[config.mk]
export PLATFORM = sky130hd
export DESIGN_NAME = multicycle_ctrl
export DESIGN_NICKNAME = d
export VERILOG_FILES = /design/src/rtl/multicycle_ctrl.sv
export SDC_FILE = /design/constraint.sdc
export NUM_CORES = 1
export LEC_CHECK = 0
export CORE_ASPECT_RATIO = 1.1
export CORE_MARGIN = 4
export CORE_UTILIZATION = 40
export CTS_BUF_LIST = sky130_fd_sc_hd__clkbuf_4 sky130_fd_sc_hd__clkbuf_8
export CTS_CLUSTER_DIAMETER = 50
export DETAILED_ROUTE_END_ITERATION = 12
export PLACE_DENSITY = 0.77
export SLEW_MARGIN = 10
export SYNTH_ARGS = -nofsm -noshare
export SYNTH_HDL_FRONTEND = slang
export SYNTH_SLANG_ARGS = --single-unit
[constraint.sdc]
create_clock -name clk -period 1.7 [get_ports clk]
set_input_delay 0.255 -clock clk [delete_from_list [all_inputs] [get_ports clk]]
set_output_delay 0.255 -clock clk [all_outputs]
set_load 0.01 [all_outputs]
[src/rtl/multicycle_ctrl.sv]
// Main control FSM for the multicycle RV32I core: sequences fetch, decode,
// execute, memory and writeback over the shared ALU and unified memory.
module multicycle_ctrl #(
    parameter logic [3:0] RESET_STATE = 4'd0
) (
    input  logic       clk,
    input  logic       rst_n,
    input  logic [6:0] op,
    input  logic [2:0] funct3,
    input  logic       funct7b5,
    input  logic       zero,
    input  logic       lt,
    input  logic       ltu,
    input  logic       mem_ready,
    output logic       pc_write,
    output logic       adr_src,
    output logic       mem_write,
    output logic       ir_write,
    output logic       reg_write,
    output logic [1:0] result_src,
    output logic [1:0] alu_src_a,
    output logic [1:0] alu_src_b,
    output logic [3:0] alu_control,
    output logic [2:0] imm_src,
    output logic       retire,
    output logic       illegal,
    output logic [3:0] state
);

    localparam logic [3:0] FETCH = 4'd0, DECODE = 4'd1, MEMADR = 4'd2, MEMREAD = 4'd3;
    localparam logic [3:0] MEMWB = 4'd4, MEMWRITE = 4'd5, EXECR = 4'd6, EXECI = 4'd7;
    localparam logic [3:0] ALUWB = 4'd8, BRANCH = 4'd9, JAL = 4'd10, JALR = 4'd11;
    localparam logic [3:0] JALRLINK = 4'd12, LUI = 4'd13, AUIPC = 4'd14, TRAP = 4'd15;

    localparam logic [3:0] ALU_ADD = 4'd0, ALU_SUB = 4'd1, ALU_AND = 4'd2, ALU_OR = 4'd3;
    localparam logic [3:0] ALU_XOR = 4'd4, ALU_SLT = 4'd5, ALU_SLTU = 4'd6, ALU_SLL = 4'd7;
    localparam logic [3:0] ALU_SRL = 4'd8, ALU_SRA = 4'd9;

    localparam logic [2:0] IMM_I = 3'd0, IMM_S = 3'd1, IMM_B = 3'd2, IMM_J = 3'd3, IMM_U = 3'd4;

    logic [3:0] next_state;
    logic       pc_write_d, mem_write_d, ir_write_d, reg_write_d, retire_d;

    function automatic logic [3:0] alu_decode(input logic [2:0] f3, input logic f7, input logic is_r);
        logic [3:0] res;
        case (f3)
            3'b000:  res = (is_r && f7) ? ALU_SUB : ALU_ADD;
            3'b001:  res = ALU_SLL;
            3'b010:  res = ALU_SLT;
            3'b011:  res = ALU_SLTU;
            3'b100:  res = ALU_XOR;
            3'b101:  res = f7 ? ALU_SRA : ALU_SRL;
            3'b110:  res = ALU_OR;
            default: res = ALU_AND;
        endcase
        return res;
    endfunction

    function automatic logic branch_taken(input logic [2:0] f3, input logic z, input logic l, input logic lu);
        logic res;
        case (f3)
            3'b000:  res = z;
            3'b001:  res = !z;
            3'b100:  res = l;
            3'b101:  res = !l;
            3'b110:  res = lu;
            3'b111:  res = !lu;
            default: res = 1'b0;
        endcase
        return res;
    endfunction

    always_ff @(posedge clk or negedge rst_n) begin
        if (!rst_n) begin
            state   <= RESET_STATE;
            illegal <= 1'b0;
        end else begin
            state <= next_state;
            if (next_state == TRAP)
                illegal <= 1'b1;
        end
    end

    always_comb begin
        next_state = state;
        case (state)
            FETCH:    if (mem_ready) next_state = DECODE;
            DECODE: begin
                case (op)
                    7'b0000011, 7'b0100011: next_state = MEMADR;
                    7'b0110011:             next_state = EXECR;
                    7'b0010011:             next_state = EXECI;
                    7'b1100011:             next_state = BRANCH;
                    7'b1101111:             next_state = JAL;
                    7'b1100111:             next_state = JALR;
                    7'b0110111:             next_state = LUI;
                    7'b0010111:             next_state = AUIPC;
                    default:                next_state = TRAP;
                endcase
            end
            MEMADR:   next_state = op[5] ? MEMWRITE : MEMREAD;
            MEMREAD:  if (mem_ready) next_state = MEMWB;
            MEMWRITE: if (mem_ready) next_state = FETCH;
            EXECR, EXECI, JAL, JALRLINK, LUI, AUIPC: next_state = ALUWB;
            JALR:     next_state = JALRLINK;
            TRAP:     next_state = TRAP;
            default:  next_state = FETCH;
        endcase
    end

    always_comb begin
        pc_write_d  = 1'b0;
        mem_write_d = 1'b0;
        ir_write_d  = 1'b0;
        reg_write_d = 1'b0;
        retire_d    = 1'b0;
        adr_src     = 1'b0;
        result_src  = 2'b00;
        alu_src_a   = 2'b00;
        alu_src_b   = 2'b00;
        alu_control = ALU_ADD;
        imm_src     = IMM_I;
        case (state)
            FETCH: begin
                alu_src_b  = 2'b10;
                result_src = 2'b10;
                ir_write_d = mem_ready;
                pc_write_d = mem_ready;
            end
            DECODE: begin
                alu_src_a = 2'b01;
                alu_src_b = 2'b01;
                if (op == 7'b1100011)
                    imm_src = IMM_B;
                else if (op == 7'b1101111)
                    imm_src = IMM_J;
            end
            MEMADR: begin
                alu_src_a = 2'b10;
                alu_src_b = 2'b01;
                imm_src   = op[5] ? IMM_S : IMM_I;
            end
            MEMREAD:  adr_src = 1'b1;
            MEMWB: begin
                result_src  = 2'b01;
                reg_write_d = 1'b1;
                retire_d    = 1'b1;
            end
            MEMWRITE: begin
                adr_src     = 1'b1;
                mem_write_d = 1'b1;
                retire_d    = mem_ready;
            end
            EXECR: begin
                alu_src_a   = 2'b10;
                alu_control = alu_decode(funct3, funct7b5, 1'b1);
            end
            EXECI: begin
                alu_src_a   = 2'b10;
                alu_src_b   = 2'b01;
                alu_control = alu_decode(funct3, funct7b5, 1'b0);
            end
            ALUWB: begin
                reg_write_d = 1'b1;
                retire_d    = 1'b1;
            end
            BRANCH: begin
                alu_src_a   = 2'b10;
                alu_control = ALU_SUB;
                retire_d    = 1'b1;
                pc_write_d  = branch_taken(funct3, zero, lt, ltu);
            end
            JAL: begin
                alu_src_a  = 2'b01;
                alu_src_b  = 2'b10;
                pc_write_d = 1'b1;
            end
            JALR: begin
                alu_src_a  = 2'b10;
                alu_src_b  = 2'b01;
                result_src = 2'b10;
                pc_write_d = 1'b1;
            end
            JALRLINK: begin
                alu_src_a = 2'b01;
                alu_src_b = 2'b10;
            end
            LUI: begin
                alu_src_a = 2'b11;
                alu_src_b = 2'b01;
                imm_src   = IMM_U;
            end
            AUIPC: begin
                alu_src_a = 2'b01;
                alu_src_b = 2'b01;
                imm_src   = IMM_U;
            end
            default: ;
        endcase
    end

    // Enables are forced low for as long as reset is held, even in FETCH.
    assign pc_write  = pc_write_d  & rst_n;
    assign mem_write = mem_write_d & rst_n;
    assign ir_write  = ir_write_d  & rst_n;
    assign reg_write = reg_write_d & rst_n;
    assign retire    = retire_d    & rst_n;

endmodule

==> out/metrics.cfg, run 1 <==
[outcome]
status=stopped before the end
failed_stage=global routing (5_1_grt)
first-error=[ERROR DPL-0038] Utilization greater than 100%, impossible to legalize

[placed_design]
hpwl_um=2640
dp_slack_ns=-0.671
port_buffers=40
place_congestion=0.910

[synth]
synthFlopType=dfrtp_1
ys_seq_area_share_pct=16.2
synth.avg_cell_area_um2=6.73
yosys_warnings=0
ys_types=42
synthesis.nets=132
synth.area.top_cells=dfrtp_1, nor2_1, nand2_1
yosysTopAreaCellShare_pct=16.2
yosysMostFrequentCell=nor2_1
yosysTopAreaCell=dfrtp_1
syn_area_um2=774
synth-async-reset-ratio_pct=100
syn_inst=115
ys_seq_elements=5
synth-edff-count=0
ys_top_cells_by_count=nor2_1, nand2_1, a21oi_1

[cts]
htreeDepth=1
cts-root-buf=clkbuf_4
clk_path_buf_depth=2
numCtsBuffers=3
cts_hold_buf=0
clock_sinks=5

[floorplan]
rows=16
die_y_um=54.2
initial_core_util_pct=43.0
io_pins=41
die_width_um=50.0

[timing]
crit_endpoint=imm_src[0]
worstEpCategory=primary output

[global_route]
grt_max_degree=10

==> metrics by stage <==
step,hold slack (ns),std cells,cell area [µm²]
after floorplan,-0.0406,115,774
after global placement,0.455,210,1490
after detailed placement,0.463,210,1490
after CTS,0.408,229,1690
==> cells by family after synthesis <==
family,share of synthesized area [%]
AOI/OAI and AO/OA,32.5
xor gates and xnor gates,4.52
buffers and inverters,5.49
DFF,16.2
muxes,3.88
and+or+nand+nor,37.5
==> timing repair <==
item	in CTS
resized for setup	112
cloned	0
endpoints found under the setup margin	22
setup buffers	18
pin swaps	14
==> run 2: changes to the inputs <==
==> config.mk (replaced) <==
export PLATFORM = sky130hd
export DESIGN_NAME = multicycle_ctrl
export DESIGN_NICKNAME = d
export VERILOG_FILES = /design/src/rtl/multicycle_ctrl.sv
export SDC_FILE = /design/constraint.sdc
export NUM_CORES = 1
export LEC_CHECK = 0
export CORE_AREA = 4 4 65 67
export DETAILED_ROUTE_END_ITERATION = 12
export DIE_AREA = 0 0 69 71
export PLACE_DENSITY_LB_ADDON = 0.15
export SLEW_MARGIN = 10
export SYNTH_ARGS = -nofsm -noshare
export SYNTH_HDL_FRONTEND = slang
export SYNTH_SLANG_ARGS = --single-unit
==> run 2 against run 1 <==
Effect of this change: the flow now finishes, with violations (setup timing); synthesized cell count stayed put; area after synthesis stayed put.
==> out/metrics.cfg, run 2 <==
[cts]
cts-root-buf=clkbuf_8  ; was clkbuf_4
clock_sinks=5  ; unchanged
clk_latency_ns=0.22
cts_hold_buf=0  ; unchanged
clk_path_buf_depth=2  ; unchanged
path_clk_slew_ns=0.03
numCtsBuffers=3  ; unchanged
htreeDepth=1  ; unchanged
cts_tree=done

[floorplan]
initial_core_util_pct=21.3  ; was 43.0%
coreArea_um2=3630
die_width_um=69  ; was 50.0 µm
dieArea_um2=4900
io_pins=41  ; unchanged
rows=22  ; was 16
die_y_um=71  ; was 54.2 µm

[placed_design]
dpl_cell_area_um2=1570  ; was 1490 µm²
hpwl_um=2580  ; was 2640 µm
place_congestion=0.797  ; was 0.910
placed_cells=243  ; was 210
port_buffers=40  ; unchanged
dp_slack_ns=-0.638  ; was -0.671 ns

[routing]
drt-pass1-iter-count=4
drt_iter0_markers=36
drc=0
vias_per_cell=4.71
drt-total-wl_um=3570
routedWlPerCell_um=13.9
vias=1211
postRouteAntennaNets=0

[finish]
final_common_cell=buf_4
nets=227
n_fill_cell=363
drive_above_1_share_pct=56.9
mostFrequentLayoutCells=buf_4, buf_6, buf_2
antenna_cells=0
largest_register=state
final_area_um2=1860
final_util_pct=51.3
finalNonFillerCells=257
largestRegisters=state x4, illegal x1
largest_reg_flops=4
syn2layout_area_growth_pct=141

[synth]
syn_area_um2=774  ; unchanged
synthesis.nets=132  ; unchanged
synth.area.top_cells=dfrtp_1, nor2_1, nand2_1  ; unchanged
ys_types=42  ; unchanged
yosys_warnings=0  ; unchanged
ys_top_cells_by_count=nor2_1, nand2_1, a21oi_1  ; unchanged
ys_seq_area_share_pct=16.2  ; unchanged
synth.avg_cell_area_um2=6.73  ; unchanged
synth-async-reset-ratio_pct=100  ; unchanged
yosysTopAreaCell=dfrtp_1  ; unchanged
syn_inst=115  ; unchanged
yosysTopAreaCellShare_pct=16.2  ; unchanged
yosysMostFrequentCell=nor2_1  ; unchanged
ys_seq_elements=5  ; unchanged
synth-edff-count=0  ; unchanged
synthFlopType=dfrtp_1  ; unchanged

[setup_path]
max_stage_delay_ns=0.41
reg2reg_to=illegal
critPathSlowestCell=dfrtp_1
criticalPathCategory=flip-flop to output pin
path_cells=buf_6 -> or2_4 -> nor3_4 -> nand2_1 -> a21oi_1 -> buf_2
worstPathArrival_ns=1.57
required_ns=1.44
worstSetupEndpoint=imm_src[1]
endpoint_kind=output pin
r2r_cells=9
reg2reg_slack_ns=-0.02
start_kind=flip-flop
worstPathMaxFanout=3
crit_start=state[2]
r2r_start=state[2]

[global_route]
antenna_found_initial=0
grt_pass1_vias=1220
grt_pass1_wl_um=5710
grt_max_degree=13
grt.overflow.total=0
track_usage_pct=13.8

[timing]
period_needed_ns=1.83
finalSetupViolCount=6
finalHoldViolCount=0
tightestPinTransition_ns=0.327
drv_slew=0
fmax_ghz=0.548
layout_setup_ws_ns=-0.125
fin_crit_sh_pct=107
rsz0062_at_grt=true
fin_worst_skew_ns=0.00140
relSlewSlack_pct=78.1
fin_tns_setup_ns=-0.348

[pwr]
p_sw_share_pct=43.3
p_leak_uw=0.000894
p_sw_uw=1200
internal_power_uw=1570
ir_worst_vdd_mv=0.959
pwr-share-seq_pct=9.3
comb_power_share_pct=83.0
p_clk_share_pct=7.7
powerDensity_nw_per_um2=1490

[flow_run]
cap_violations=0

[outcome]
status=finished with violations  ; was stopped before the end
violations=setup timing

[min_path]
hold_path.class=flip-flop to flip-flop

run 2: cell counts after synthesis:
No cell type changed its count.
run 2: metal layers:
layer	GRT usage, %	routed length [µm]	up-vias
li1	-	-	616
met4	3.25	0	0
met3	1.85	128	0
met5	0	0	-
met1	17.1	1540	572
met2	25.1	1900	23
run 2: worst max-delay path: cells and delay by family (launching register included):
family | cells | cell delay [ns]
AO/OA/AOI/OAI | 1 | 0.13
buffers and inverters | 2 | 0.29
AND/OR/NAND/NOR | 3 | 0.52
flip-flops | 1 | 0.41
run 2: logic make-up (layout without fill, tap and decap cells):
logic type,count (synthesis),in the layout,synth area share [%]
compound gates,34,34,32.5
flops,5,5,16.2
buf+inv,10,104,5.49
mux,3,3,3.88
xor+xnor,4,4,4.52
simple gates,59,59,37.5
run 2: final cells by class:
cell class                 count  area [µm²]  share of cell area (%)
clock buffer                   4        45.0                    2.42
multi-input combinational    100         797                    42.8
timing repair buffer          96         813                    43.6
tap                           48        60.1                    3.22
inverter                       4        20.0                    1.07
sequential                     5         129                    6.91
run 2: how the worst min path moves through the flow:
| stage | start | to | cells after the start |
|---|---|---|---|
| finish | illegal | illegal | 1 |
| global route | rst_n | illegal | 2 |
| CTS | rst_n | illegal | 2 |
| detailed placement | illegal | illegal | 1 |
| global placement | illegal | illegal | 1 |
| floorplan | rst_n | illegal | 0 |
run 2: power by group through the flow:
stage / sequential [µW] / clock [µW] / combinational (µW)
floorplan: 250 / 0 / 745
global placement: 240 / 0 / 1790
detailed placement: 242 / 0 / 1810
CTS: 249 / 221 / 2060
global route: 266 / 231 / 2490
finish: 257 / 213 / 2300
run 2: what timing repair did:
item	4_1_cts	5_1_grt
pin swaps	14	24
setup buffers	9	5
gates resized for setup	118	47
setup endpoints to repair	21	20
run 2: per-stage QoR:
step / power, µW / hold WS [ns]
CTS: 2530 / 0.457
global route: 2980 / 0.500
finish: 2770 / 0.466
global placement: 2030 / 0.455
floorplan: 995 / -0.0406
detailed placement: 2060 / 0.461
Power figures use the tool's default switching activity.
